[src/rtl/rr_arb21.sv]
// rr_arb21: two-requester packet arbiter with round-robin priority.
// A requester owns the shared output for a whole packet (until a handshaked
// last beat); every packet is preceded by exactly one IDLE arbitration cycle.
// The data path is combinational in the owning states (zero-cycle latency).
module rr_arb21 #(
    parameter int unsigned WIDTH = 8
) (
    input  logic             clk,
    input  logic             rst,

    input  logic             a_valid,
    input  logic [WIDTH-1:0] a_data,
    input  logic             a_last,
    output logic             a_ready,

    input  logic             b_valid,
    input  logic [WIDTH-1:0] b_data,
    input  logic             b_last,
    output logic             b_ready,

    output logic             c_valid,
    output logic [WIDTH-1:0] c_data,
    output logic             c_last,
    input  logic             c_ready,

    output logic [1:0]       grant
);

    localparam int unsigned GRANT_W = 2;

    typedef enum logic [1:0] {
        IDLE  = 2'd0,
        OWN_A = 2'd1,
        OWN_B = 2'd2
    } state_t;

    // prio_q: 0 = A favoured on contention, 1 = B favoured
    state_t state_q, state_d;
    logic   prio_q,  prio_d;

    // State and priority registers with synchronous reset
    always_ff @(posedge clk) begin
        if (rst) begin
            state_q <= IDLE;
            prio_q  <= 1'b0;
        end else begin
            state_q <= state_d;
            prio_q  <= prio_d;
        end
    end

    // Next-state, priority update and combinational output mux
    always_comb begin
        state_d = state_q;
        prio_d  = prio_q;
        grant   = GRANT_W'(0);
        c_valid = 1'b0;
        c_data  = a_data;
        c_last  = a_last;
        a_ready = 1'b0;
        b_ready = 1'b0;

        unique case (state_q)
            IDLE: begin
                if (a_valid && (!b_valid || !prio_q)) begin
                    state_d = OWN_A;
                end else if (b_valid) begin
                    state_d = OWN_B;
                end
            end

            OWN_A: begin
                grant   = 2'b01;
                c_valid = a_valid;
                c_data  = a_data;
                c_last  = a_last;
                a_ready = c_ready;
                // Leave only after the last beat has actually been taken
                if (a_valid && c_ready && a_last) begin
                    state_d = IDLE;
                    prio_d  = 1'b1;
                end
            end

            OWN_B: begin
                grant   = 2'b10;
                c_valid = b_valid;
                c_data  = b_data;
                c_last  = b_last;
                b_ready = c_ready;
                if (b_valid && c_ready && b_last) begin
                    state_d = IDLE;
                    prio_d  = 1'b0;
                end
            end

            default: begin
                state_d = IDLE;
            end
        endcase
    end

endmodule

[config.mk]
export PLATFORM = sky130hd
export DESIGN_NAME = rr_arb21
export DESIGN_NICKNAME = d
export VERILOG_FILES = /design/src/rtl/rr_arb21.sv
export SDC_FILE = /design/constraint.sdc
export NUM_CORES = 1
export LEC_CHECK = 0
export ABC_AREA = 1
export BUFFER_PORTS_ARGS = -buffer_cell sky130_fd_sc_hd__clkbuf_2
export CORE_AREA = 10 10 47 49
export DETAILED_ROUTE_END_ITERATION = 10
export DIE_AREA = 0 0 57 59
export MAX_ROUTING_LAYER = met4
export PLACE_DENSITY = 0.79
export SLEW_MARGIN = 20
export SYNTH_ARGS = -nofsm -noshare
export SYNTH_HDL_FRONTEND = slang
export SYNTH_SLANG_ARGS = --single-unit
[constraint.sdc]
create_clock -name clk -period 3.7 [get_ports clk]
set_clock_uncertainty 0.15 [all_clocks]
set_input_delay 0.555 -clock clk [delete_from_list [all_inputs] [get_ports clk]]
set_output_delay 0.555 -clock clk [all_outputs]
set_load 0.01 [all_outputs]
==> impl_metrics.yaml, run 1 <==
floorplan:
  die_h_um: 59
  num_rows: 14
  die_area_um2: 3360
  coreArea_um2: 1400
  dieWidth_um: 57
  io-pin-count: 37
  initial_core_util_pct: 29.6
cells_and_area:
  syn2layout_area_growth_pct: 51.8
  layout_common_cells: "nand2_1, clkbuf_2, inv_1, nor2_1, ha_1"
  num-fill-cells: 157
  fin_nets: 144
  fin_cells: 131
  postLayoutCellArea_um2: 631
  final_util_pct: 45.0
  final_common_cell: "nand2_1"
  diodes: 0
  drive_gt1_share_pct: 37.4
sta:
  fin_hold_ws_ps: 362
  relSlewSlack_pct: 70.6
  min_period_ps: 2320
  grt_setup_unrepaired: "no"
  setup_viol: 0
  worst_slew_pin_slew_ps: 441
  final.setup.worst_slack_ps: 1380
  slew_violations: 0
  hold_viol: 0
  finalSetupTns_ps: 0
  fin_crit_sh_pct: 62.7
  fmax_mhz: 431
worst_setup_path:
  path_cells: "inv_1, ha_1, inv_6, o22ai_1, and2_1, clkbuf_2"
  r2r_cells: 7
  cp.required_ps: 2990
  critical_path.max_stage_delay_ps: 450
  cp-start-kind: "flop"
  crit_arrival_ps: 1620
  reg2reg_slack_ps: 2130
  crit_slowest_cell: "ha_1"
  end_kind: "output pin"
  crit_type: "flop to output pin"
  worstPathMaxFanout: 11
placement:
  pre_cts_ws_ps: 1600
  placed_cells: 127
  gp_congestion: 0.817
  dp_hpwl_um: 1180
  place_area_um2: 604
  io_buffers: 36
global_route:
  overflow: 0
  grt_max_degree: 12
  grt_usage_pct: 8.01
  grt_pass1_vias: 532
  grt_pass1_wl_um: 2160
  antenna_found_initial: 0
logic_synthesis:
  synth_area_per_cell_um2: 5.47
  ys_warn_count: 0
  syn-num-nets: 104
  synthDistinctLibCells: 13
  syn_area_um2: 415
  ys_ff_latch: 3
  synth-seq-area-share_pct: 14.5
  synth_cells: 76
worst_hold_path:
  hp-class: "flop to flop"
  min_path_cells: 4
clock_network:
  insertion_delay_ps: 230
  clockBufferDepth: 2
  ctsHoldBuffers: 0
  cts_buffers: 3
  cts_tree: "built"
  ctsResizeCount: 0
  root_buffer: "clkbuf_4"
  cts_setup_buffers: 0
  cts.reportedPaths.clkPinSlew_ps: 30
  clkSinkCount: 3
  h-tree-depth: 1
power:
  powerDensity_nw_per_um2: 628
  power_mw: 0.396
  leakage_nw: 0.428
  vdd_drop_max_mv: 0.310
detailed_routing:
  routedWlPerCell_um: 10.1
  routed_wl_um: 1320
  dr.pass1.iters: 4
  drc: 0
  vias: 555
  drt_iter0_markers: 16
  via_per_inst: 4.24
  ant_nets: 0
run:
  drv_cap: 0
outcome:
  status: "complete, no violations"
critical path: cells and delay by family, from the launching register on:
kind                     cells  cell delay, ps
AND/OR/NAND/NOR              1             140
buffers and inverters        3             330
adder cells (fa/ha/maj)      1             450
flip-flops                   1             320
AO/OA/AOI/OAI                1             150
sequential cells by signal (all words and copies together), names as in the netlist:
signal	flops
state_q	2
prio_q	1
power by group:
part | leakage, nW | switching (mW) | total [mW] | internal (mW)
clock | 0.0150 | 0.0159 | 0.0563 | 0.0403
combinational | 0.388 | 0.173 | 0.285 | 0.112
sequential | 0.0249 | 0.00920 | 0.0552 | 0.0460
total | 0.428 | 0.198 | 0.396 | 0.198
synth_stat cells:
| library cell | number | area, um2 |
|---|---|---|
| nand2_1 | 37 | 139 |
| o22ai_1 | 1 | 6.26 |
| inv_1 | 11 | 41.3 |
| nand3_2 | 1 | 10.0 |
| a21oi_1 | 1 | 5.00 |
| nand2_2 | 2 | 12.5 |
| dfxtp_1 | 3 | 60.1 |
| nand3_1 | 4 | 20.0 |
| nor2_1 | 7 | 26.3 |
| and2_1 | 2 | 12.5 |
| ha_1 | 5 | 62.6 |
| inv_6 | 1 | 8.76 |
| buf_6 | 1 | 11.3 |
area by class of cell:
class | instances | area [um2] | area share [%]
Sequential cell | 3 | 60.1 | 9.52
Inverter | 12 | 50.0 | 7.94
Timing Repair Buffer | 36 | 180 | 28.6
Multi-Input combinational cell | 60 | 294 | 46.6
Clock buffer | 4 | 26.3 | 4.17
Tap cell | 16 | 20.0 | 3.17
cells by family (layout without fill, tap and decap cells):
group | Yosys count | in the layout | share of synthesized area (%)
simple gates | 53 | 53 | 53.0
buf+inv | 13 | 52 | 14.8
fa+ha+maj | 5 | 5 | 15.1
flops | 3 | 3 | 14.5
compound gates | 2 | 2 | 2.71
worst paths after layout:
check,from,to
setup / recovery,state_q[0],c_valid
hold / removal,prio_q,prio_q
setup reg to reg,state_q[0],prio_q
hold reg to reg,prio_q,prio_q
routing by layer:
metal,up-vias,GRT usage (%),share of wire [%]
li1,303,-,-
met1,228,7.77,39
met2,24,13.2,50
met3,0,3.22,10
met4,0,5.03,0
met5,-,-,0
(Power assumes the default switching activity.)
==> run 2, diff against run 1 <==
--- a/config.mk
+++ b/config.mk
@@ -7,11 +7,11 @@
 export LEC_CHECK = 0
 export ABC_AREA = 1
 export BUFFER_PORTS_ARGS = -buffer_cell sky130_fd_sc_hd__clkbuf_2
-export CORE_AREA = 10 10 47 49
+export CORE_MARGIN = 10
+export CORE_UTILIZATION = 32
 export DETAILED_ROUTE_END_ITERATION = 10
-export DIE_AREA = 0 0 57 59
 export MAX_ROUTING_LAYER = met4
-export PLACE_DENSITY = 0.79
+export PLACE_DENSITY = 0.83
 export SLEW_MARGIN = 20
 export SYNTH_ARGS = -nofsm -noshare
 export SYNTH_HDL_FRONTEND = slang
==> constraint.sdc (replaced) <==
create_clock -name clk -period 1.9 [get_ports clk]
set_clock_uncertainty 0.15 [all_clocks]
set_input_delay 0.285 -clock clk [delete_from_list [all_inputs] [get_ports clk]]
set_output_delay 0.285 -clock clk [all_outputs]
set_load 0.01 [all_outputs]
==> impl_metrics.yaml, run 2 (synthesized netlist as in run 1, its figures left out) <==
outcome:
  status: "complete, no violations"
clock_network:
  cts_setup_buffers: 0
  insertion_delay_ps: 240
  root_buffer: "clkbuf_4"
  clkSinkCount: 3
  cts_buffers: 3
  clockBufferDepth: 2
  ctsHoldBuffers: 0
  cts.reportedPaths.clkPinSlew_ps: 40
  h-tree-depth: 1
  ctsResizeCount: 0
  cts_tree: "built"
placement:
  placed_cells: 126
  pre_cts_ws_ps: 308
  io_buffers: 36
  gp_congestion: 0.900
  dp_hpwl_um: 1200
worst_setup_path:
  path_buf_inv: 3
  worst-path-stages: 6
  reg2reg_slack_ps: 510
  r2r_cells: 7
  end_kind: "output pin"
  crit_end: "c_valid"
  r2r_start: "state_q[0]"
  crit_slowest_cell: "dfxtp_1"
  cp.required_ps: 1460
  crit_family: "flip-flops"
  worstPathMaxFanout: 4
  cp-start-kind: "flop"
  critPathLaunch: "state_q[1]"
  r2r-end: "prio_q"
  crit_arrival_ps: 1340
  path_cells: "inv_2, ha_2, inv_1, o22ai_1, and2_1, clkbuf_2"
  critical_path.max_stage_delay_ps: 330
  crit_type: "flop to output pin"
sta:
  setup_viol: 0
  hold_viol: 0
  relSlewSlack_pct: 89.0
  worst_slew_pin_slew_ps: 165
  finalSetupTns_ps: 0
  fin_crit_sh_pct: 93.6
  grt_setup_unrepaired: "no"
  slew_violations: 0
  final.setup.worst_slack_ps: 121
  min_period_ps: 1780
  fmax_mhz: 562
cells_and_area:
  top_register: "state_q"
  largestRegisters: "state_q: 2 flops, prio_q: 1 flops"
  syn2layout_area_growth_pct: 54.2
  diodes: 0
  fin_cells: 130
  final_common_cell: "nand2_1"
  fin_nets: 145
  drive_gt1_share_pct: 41.4
  largest_register_ffs: 2
  final_util_pct: 54.7
  layout_common_cells: "nand2_1, clkbuf_2, inv_1, nor2_1, nand3_1"
  num-fill-cells: 129
floorplan:
  io-pin-count: 37
  die_area_um2: 3140
  num_rows: 12
  coreArea_um2: 1170
  die_h_um: 56.0
  initial_core_util_pct: 35.5
  dieWidth_um: 56.0
detailed_routing:
  via_per_inst: 4.25
  highest-signal-layer: "met4"
  ant_nets: 0
  drt_iter0_markers: 12
  vias: 552
  wl_met1_um: 539
  routedWlPerCell_um: 11.0
  drc: 0
  met3RoutedLength_um: 188
  routed_wl_um: 1430
  dr.pass1.iters: 4
  wl_met2_um: 670
power:
  vdd_drop_max_mv: 0.607
  leakage_nw: 0.430
  powerDensity_nw_per_um2: 1260
global_route:
  grt_max_degree: 11
  grt_pass1_vias: 533
  antenna_found_initial: 0
  overflow: 0
  grt_pass1_wl_um: 2240
  grt_usage_pct: 8.71
run:
  drv_cap: 0
worst_hold_path:
  min_from: "rst"
  hp-class: "input pin to flop"
[run 2: cell count changes in the layout (fill, tap and decap cells not counted), sizes merged]
cell  before  now
buf        0    1
[run 2: final cells by class]
class / instances / area [um2] / area share, %
well taps: 14 / 17.5 / 2.73
clock buffers: 4 / 26.3 / 4.10
inverters: 12 / 50.0 / 7.81
flip-flops and latches: 3 / 60.1 / 9.38
repair buffers: 37 / 188 / 29.3
multi-input cells: 60 / 299 / 46.7
[run 2: worst min-delay path by stage]
stage	slack, ps	cells past startpoint	endpoint
2_1_floorplan	300	3	prio_q
3_3_place_gp	350	4	prio_q
3_5_place_dp	360	4	prio_q
4_1_cts	150	4	prio_q
5_1_grt	190	4	state_q[1]
6_report	150	4	state_q[0]
[run 2: per-stage QoR]
stage | total power [mW] | instance area [um2] | hold WS, ps
2_1_floorplan | 0.504 | 415 | 302
3_3_place_gp | 0.673 | 609 | 352
3_5_place_dp | 0.688 | 609 | 358
4_1_cts | 0.811 | 636 | 151
5_1_grt | 0.905 | 641 | 188
6_report | 0.805 | 641 | 153
[run 2: per-layer routing]
layer  global-route usage, %  vias up
li1                        -      305
met1                    8.59      212
met2                    13.7       32
met3                    4.78        3
met4                    4.10        0
met5                       -        -
[run 2: report_power, final]
part / internal (mW) / switching (mW) / leakage (nW)
registers: 0.0896 / 0.0213 / 0.0249
clock network: 0.0787 / 0.0338 / 0.0150
logic: 0.234 / 0.348 / 0.390
[run 2: tightest hold or removal path, stage by stage]
cell and delay, ps:
clkbuf_2 70, inv_1 50, nand2_1 60, nor2_1 30
